### src/rtl/fb_port_arbiter.sv
// Single-port framebuffer arbiter: display reads > clear sweep > buffered writer pixels.
// The clear engine is built only when FB_CLEAR_EN is defined.
module fb_port_arbiter #(
  parameter int AW         = 16,
  parameter int FIFO_DEPTH = 4
) (
  input  logic          clk25M,
  input  logic          reset_n,
  input  logic          disp_rd,
  input  logic [AW-1:0] disp_addr,
  output logic          disp_pix,
  input  logic          wr_valid,
  input  logic [AW-1:0] wr_addr,
  input  logic          wr_data,
  output logic          wr_ready,
  input  logic          clr_start,
  input  logic          clr_val,
  output logic          clr_busy,
  output logic          clr_done,
  output logic [AW-1:0] ram_addr,
  output logic          ram_we,
  output logic          ram_wd,
  input  logic          ram_q
);

  localparam int PW = (FIFO_DEPTH > 1) ? $clog2(FIFO_DEPTH) : 1;
  localparam logic [PW:0] FULL_COUNT = (PW+1)'(FIFO_DEPTH);

  logic [AW-1:0] fifo_addr [FIFO_DEPTH];
  logic          fifo_data [FIFO_DEPTH];
  logic [PW-1:0] rd_ptr;
  logic [PW-1:0] wr_ptr;
  logic [PW:0]   fifo_count;
  logic          fifo_empty;
  logic          push;
  logic          pop;

  logic          in_idle;
  logic          in_clear;
  logic          clr_slot;
  logic [AW-1:0] clr_ptr;
  logic          clr_fill;
  logic          disp_rd_q;

  assign fifo_empty = (fifo_count == '0);
  assign wr_ready   = (fifo_count != FULL_COUNT) && in_idle;
  assign push       = wr_valid && wr_ready;
  assign clr_slot   = !disp_rd && in_clear;
  assign pop        = !disp_rd && !in_clear && !fifo_empty;

`ifdef FB_CLEAR_EN
  typedef enum logic [1:0] {IDLE, DRAIN, CLEAR} state_t;

  localparam logic [AW-1:0] LAST_ADDR = '1;

  state_t        state;
  state_t        state_nxt;
  logic [AW-1:0] clr_ptr_nxt;
  logic          clr_fill_nxt;
  logic          clr_done_nxt;

  always_ff @(posedge clk25M or negedge reset_n) begin
    if (!reset_n) begin
      state    <= IDLE;
      clr_ptr  <= '0;
      clr_fill <= 1'b0;
      clr_done <= 1'b0;
    end else begin
      state    <= state_nxt;
      clr_ptr  <= clr_ptr_nxt;
      clr_fill <= clr_fill_nxt;
      clr_done <= clr_done_nxt;
    end
  end

  // The sweep only advances on cycles the display leaves free, so it never ends early.
  always_comb begin
    state_nxt    = state;
    clr_ptr_nxt  = clr_ptr;
    clr_fill_nxt = clr_fill;
    clr_done_nxt = 1'b0;
    case (state)
      IDLE: begin
        if (clr_start) begin
          clr_fill_nxt = clr_val;
          state_nxt    = DRAIN;
        end
      end
      DRAIN: begin
        if (fifo_empty) begin
          clr_ptr_nxt = '0;
          state_nxt   = CLEAR;
        end
      end
      CLEAR: begin
        if (!disp_rd) begin
          clr_ptr_nxt = clr_ptr + AW'(1);
          if (clr_ptr == LAST_ADDR) begin
            state_nxt    = IDLE;
            clr_done_nxt = 1'b1;
          end
        end
      end
      default: state_nxt = IDLE;
    endcase
  end

  assign in_idle  = (state == IDLE);
  assign in_clear = (state == CLEAR);
  assign clr_busy = (state != IDLE);
`else
  logic unused_clr;

  assign unused_clr = clr_start ^ clr_val;
  assign in_idle    = 1'b1;
  assign in_clear   = 1'b0;
  assign clr_ptr    = '0;
  assign clr_fill   = 1'b0;
  assign clr_busy   = 1'b0;
  assign clr_done   = 1'b0;
`endif

  always_ff @(posedge clk25M or negedge reset_n) begin
    if (!reset_n) begin
      for (int i = 0; i < FIFO_DEPTH; i++) begin
        fifo_addr[i] <= '0;
        fifo_data[i] <= 1'b0;
      end
      rd_ptr     <= '0;
      wr_ptr     <= '0;
      fifo_count <= '0;
    end else begin
      if (push) begin
        fifo_addr[wr_ptr] <= wr_addr;
        fifo_data[wr_ptr] <= wr_data;
        wr_ptr            <= wr_ptr + PW'(1);
      end
      if (pop) begin
        rd_ptr <= rd_ptr + PW'(1);
      end
      case ({push, pop})
        2'b10:   fifo_count <= fifo_count + (PW+1)'(1);
        2'b01:   fifo_count <= fifo_count - (PW+1)'(1);
        default: fifo_count <= fifo_count;
      endcase
    end
  end

  always_comb begin
    ram_addr = disp_addr;
    ram_we   = 1'b0;
    ram_wd   = 1'b0;
    if (disp_rd) begin
      ram_addr = disp_addr;
    end else if (clr_slot) begin
      ram_addr = clr_ptr;
      ram_we   = 1'b1;
      ram_wd   = clr_fill;
    end else if (pop) begin
      ram_addr = fifo_addr[rd_ptr];
      ram_we   = 1'b1;
      ram_wd   = fifo_data[rd_ptr];
    end
  end

  // ram_q belongs to the address presented last cycle, so qualify it with the delayed read flag.
  always_ff @(posedge clk25M or negedge reset_n) begin
    if (!reset_n) begin
      disp_rd_q <= 1'b0;
      disp_pix  <= 1'b0;
    end else begin
      disp_rd_q <= disp_rd;
      disp_pix  <= disp_rd_q ? ram_q : 1'b0;
    end
  end

endmodule

### config.mk
export PLATFORM = sky130hd
export DESIGN_NAME = fb_port_arbiter
export DESIGN_NICKNAME = d
export VERILOG_FILES = /design/src/rtl/fb_port_arbiter.sv
export SDC_FILE = /design/constraint.sdc
export NUM_CORES = 1
export LEC_CHECK = 0
export ABC_CLOCK_PERIOD_IN_PS = 2400
export CAP_MARGIN = 20
export CELL_PAD_IN_SITES_DETAIL_PLACEMENT = 0
export CELL_PAD_IN_SITES_GLOBAL_PLACEMENT = 1
export CORE_MARGIN = 3
export CORE_UTILIZATION = 45
export DETAILED_ROUTE_END_ITERATION = 12
export PLACE_DENSITY_LB_ADDON = 0.08
export SETUP_SLACK_MARGIN = 0.02
export SYNTH_ARGS = -nofsm -noshare
export SYNTH_HDL_FRONTEND = slang
export SYNTH_SLANG_ARGS = --single-unit
export TNS_END_PERCENT = 50
### constraint.sdc
create_clock -name clk25M -period 2.4 [get_ports clk25M]
set_input_delay 0.72 -clock clk25M [delete_from_list [all_inputs] [get_ports clk25M]]
set_output_delay 0.72 -clock clk25M [all_outputs]
set_load 0.01 [all_outputs]
==> flow_summary.toml <==
[synthesis]
synth_top_area_share_pct = 49.9
synth_edf_count = 0
synthArstFlopShare_pct = 100
synth_simple_gate_area_share_pct = 3.14
netlist_area_sq_um = 3860
synth_commonest_cells = "dfrtp_1, mux2_2, mux2_4"
synth-compound-area-share_pct = 0
synth.most_common_cell = "dfrtp_1"
yosys.cell_types.count = 23
ys_seq_area_share_pct = 49.9
ys_warn_count = 0
synthTopCellsByArea = "dfrtp_1, mux2_4, mux2_2"
synthAdderAreaFrac_pct = 2.14
avgSynthCellArea_sq_um = 17.2
syn-instance-count = 224
synth_top_family_by_area = "multiplexers"
synth-seq-cells = 77
synthXorXnorAreaFrac_pct = 1.36
synth_flop_cell = "dfrtp_1"
muxShareOfSynthArea_pct = 38.9
synth_area_leader_cell = "dfrtp_1"

[placed_design]
post-place-cells = 393
io_buffers = 57
dpl.hpwl_mm = 4.79
finalWeightedCongestion = 0.751

[global_route]
grt_first_pass_wirelength_mm = 12.9
grt_pass1_vias = 2402
overflow = 0
antenna_found_initial = 0
grt_max_degree = 37
grtUsageTotal_pct = 17.2

[detailed_routing]
wl_met2_mm = 3.71
first_pass_iters = 4
top_layer = "met4"
wl_mm = 7.78
dr.first_iter.drc_count = 39
drc = 0
wl_met1_mm = 3.73
viasPerCell = 5.20
wl_per_cell_microns = 18.4
ant_nets = 0
vias = 2193
met3_length_microns = 255

[timing]
tns_ns = -3.62
holdWs_ns = 0.325
rsz0062_at_grt = "yes"
hold_viol = 0
fin_skew_ns = 0.00990
min_period_ns = 2.65
fmax_mhz = 377
setup_viol = 18
fin_ws_ns = -0.253
slew_viol_final = 0
fin_crit_sh_pct = 111

[clock_network]
cts_buffer_depth = 2
cts_sinks = 77
cts_tree = "done"
clock_latency_ns = 0.35
htreeDepth = 3
clkTransAtPathRegs_ns = 0.09
clock-root-buffer = "clkbuf_8"
cts_buffers = 9

[layout]
instances_no_fill = 422
syn2layout_area_growth_pct = 30.6
nNetsFinal = 358
fillers = 635
drive_above_1_share_pct = 55.2
antenna_cells = 0

[worst_setup_path]
worstPathArrival_ns = 1.93
criticalPathCategory = "reg -> out"
r2r_cells = 9
crit_start = "rd_ptr[0]"
endpoint_kind = "output pin"
crit_required_ns = 1.68
path_max_fanout = 6
r2r_end = "fifo_count[2]"
cp-start-kind = "flop"
crit_path_end = "ram_addr[6]"
reg2reg_from = "fifo_count[1]"
ff2ff_setup_slack_ns = 0.20

[floorplanning]
rows = 33
start_util_pct = 46.7
die_area_sq_um = 9720
dieWidth_microns = 98.6
die_h_microns = 98.6
core_area_sq_um = 8260
ios = 62

[power_and_ir_drop]
power.density_nw_per_um2 = 1390
ir_drop_v = 0.000640
p_leak_nw = 2.34
power_mw = 6.99

[outcome]
violations = "setup timing"
outcome = "finished, violations left"

[hold_path]
hold_path.class = "in -> async"

[run]
cap_violations = 0
registers in the layout, indices dropped and copies added, names as in the netlist:
name and count:
disp_pix 1, disp_rd_q 1, fifo_addr 64, fifo_count 3
fifo_data 4, rd_ptr 2, wr_ptr 2
power breakdown:
group | total (mW) | switching, mW | internal [mW] | leakage (nW)
clock network | 1.13 | 0.506 | 0.623 | 0.113
registers | 2.31 | 0.358 | 1.96 | 0.913
logic | 3.54 | 1.20 | 2.34 | 1.32
critical path: stages, from the launching register on:
cell and delay, ns:
dfrtp_1 0.42, buf_6 0.16, buf_6 0.12, mux4_2 0.49, mux2_4 0.27, buf_6 0.12
placed cells by master, fill, tap and decap left out:
cell type,n
mux4_2,17
mux2i_1,1
clkdlybuf4s15_1,1
nand2_1,1
conb_1,2
mux2_4,56
nor3b_1,1
dlygate4sd2_1,1
dfrtp_1,77
xnor2_1,2
ha_1,5
nand3_4,4
fa_1,1
buf_4,21
nor2_4,1
clkinvlp_4,1
inv_1,5
clkinv_4,1
bufinv_16,2
nor2_1,2
inv_6,2
and2_1,1
clkbuf_8,10
xor2_1,4
clkdlybuf4s50_1,37
buf_6,27
mux2_2,29
buf_12,2
nor3_4,1
and2_4,1
or3b_1,1
per-layer routing:
metal	up-vias	global-route usage (%)
li1	981	-
met1	1162	24.6
met2	40	26.4
met3	10	3.75
met4	0	5.36
met5	-	0
worst min-delay path by stage:
stage	end	slack [ns]	depth (start not counted)
after floorplan	disp_pix	0.42	0
after global placement	disp_pix	0.45	1
after detailed placement	disp_pix	0.46	1
after CTS	rd_ptr[0]	0.33	1
after global routing	rd_ptr[0]	0.35	1
final	fifo_addr[58]	0.32	1
logic make-up after synthesis:
kind of cell / Yosys count
muxes: 103
DFF: 77
buffers and inverters: 18
and+or+nand+nor: 13
xor gates and xnor gates: 6
adders and majority gates: 6
other: 1
per-stage QoR:
stage	area (sq um)	util (%)	setup slack (ns)
after global placement	4560	55.3	-0.727
final	5040	61.1	-0.253
after CTS	5010	60.6	-0.283
after detailed placement	4560	55.3	-0.743
after floorplan	3860	-	0.0594
after global routing	5040	61.1	-0.314
cell type report:
cell class | count | area (sq um) | share of cell area [%]
Sequential cell | 77 | 1930 | 38.2
Multi-Input combinational cell | 130 | 1840 | 36.6
Timing Repair Buffer | 89 | 891 | 17.7
Clock buffer | 10 | 138 | 2.73
Tap cell | 105 | 131 | 2.61
Clock inverter | 6 | 93.8 | 1.86
Inverter | 5 | 18.8 | 0.372
what timing repair did:
| item | in CTS | in global routing |
|---|---|---|
| setup endpoints to repair | 20 | 19 |
| pin swaps | 2 | 0 |
| gates resized for setup | 114 | 5 |
| hold buffers | 0 | 0 |
| cloned | 1 | 0 |
| setup buffers | 10 | 2 |
Power figures use the tool's default switching activity.
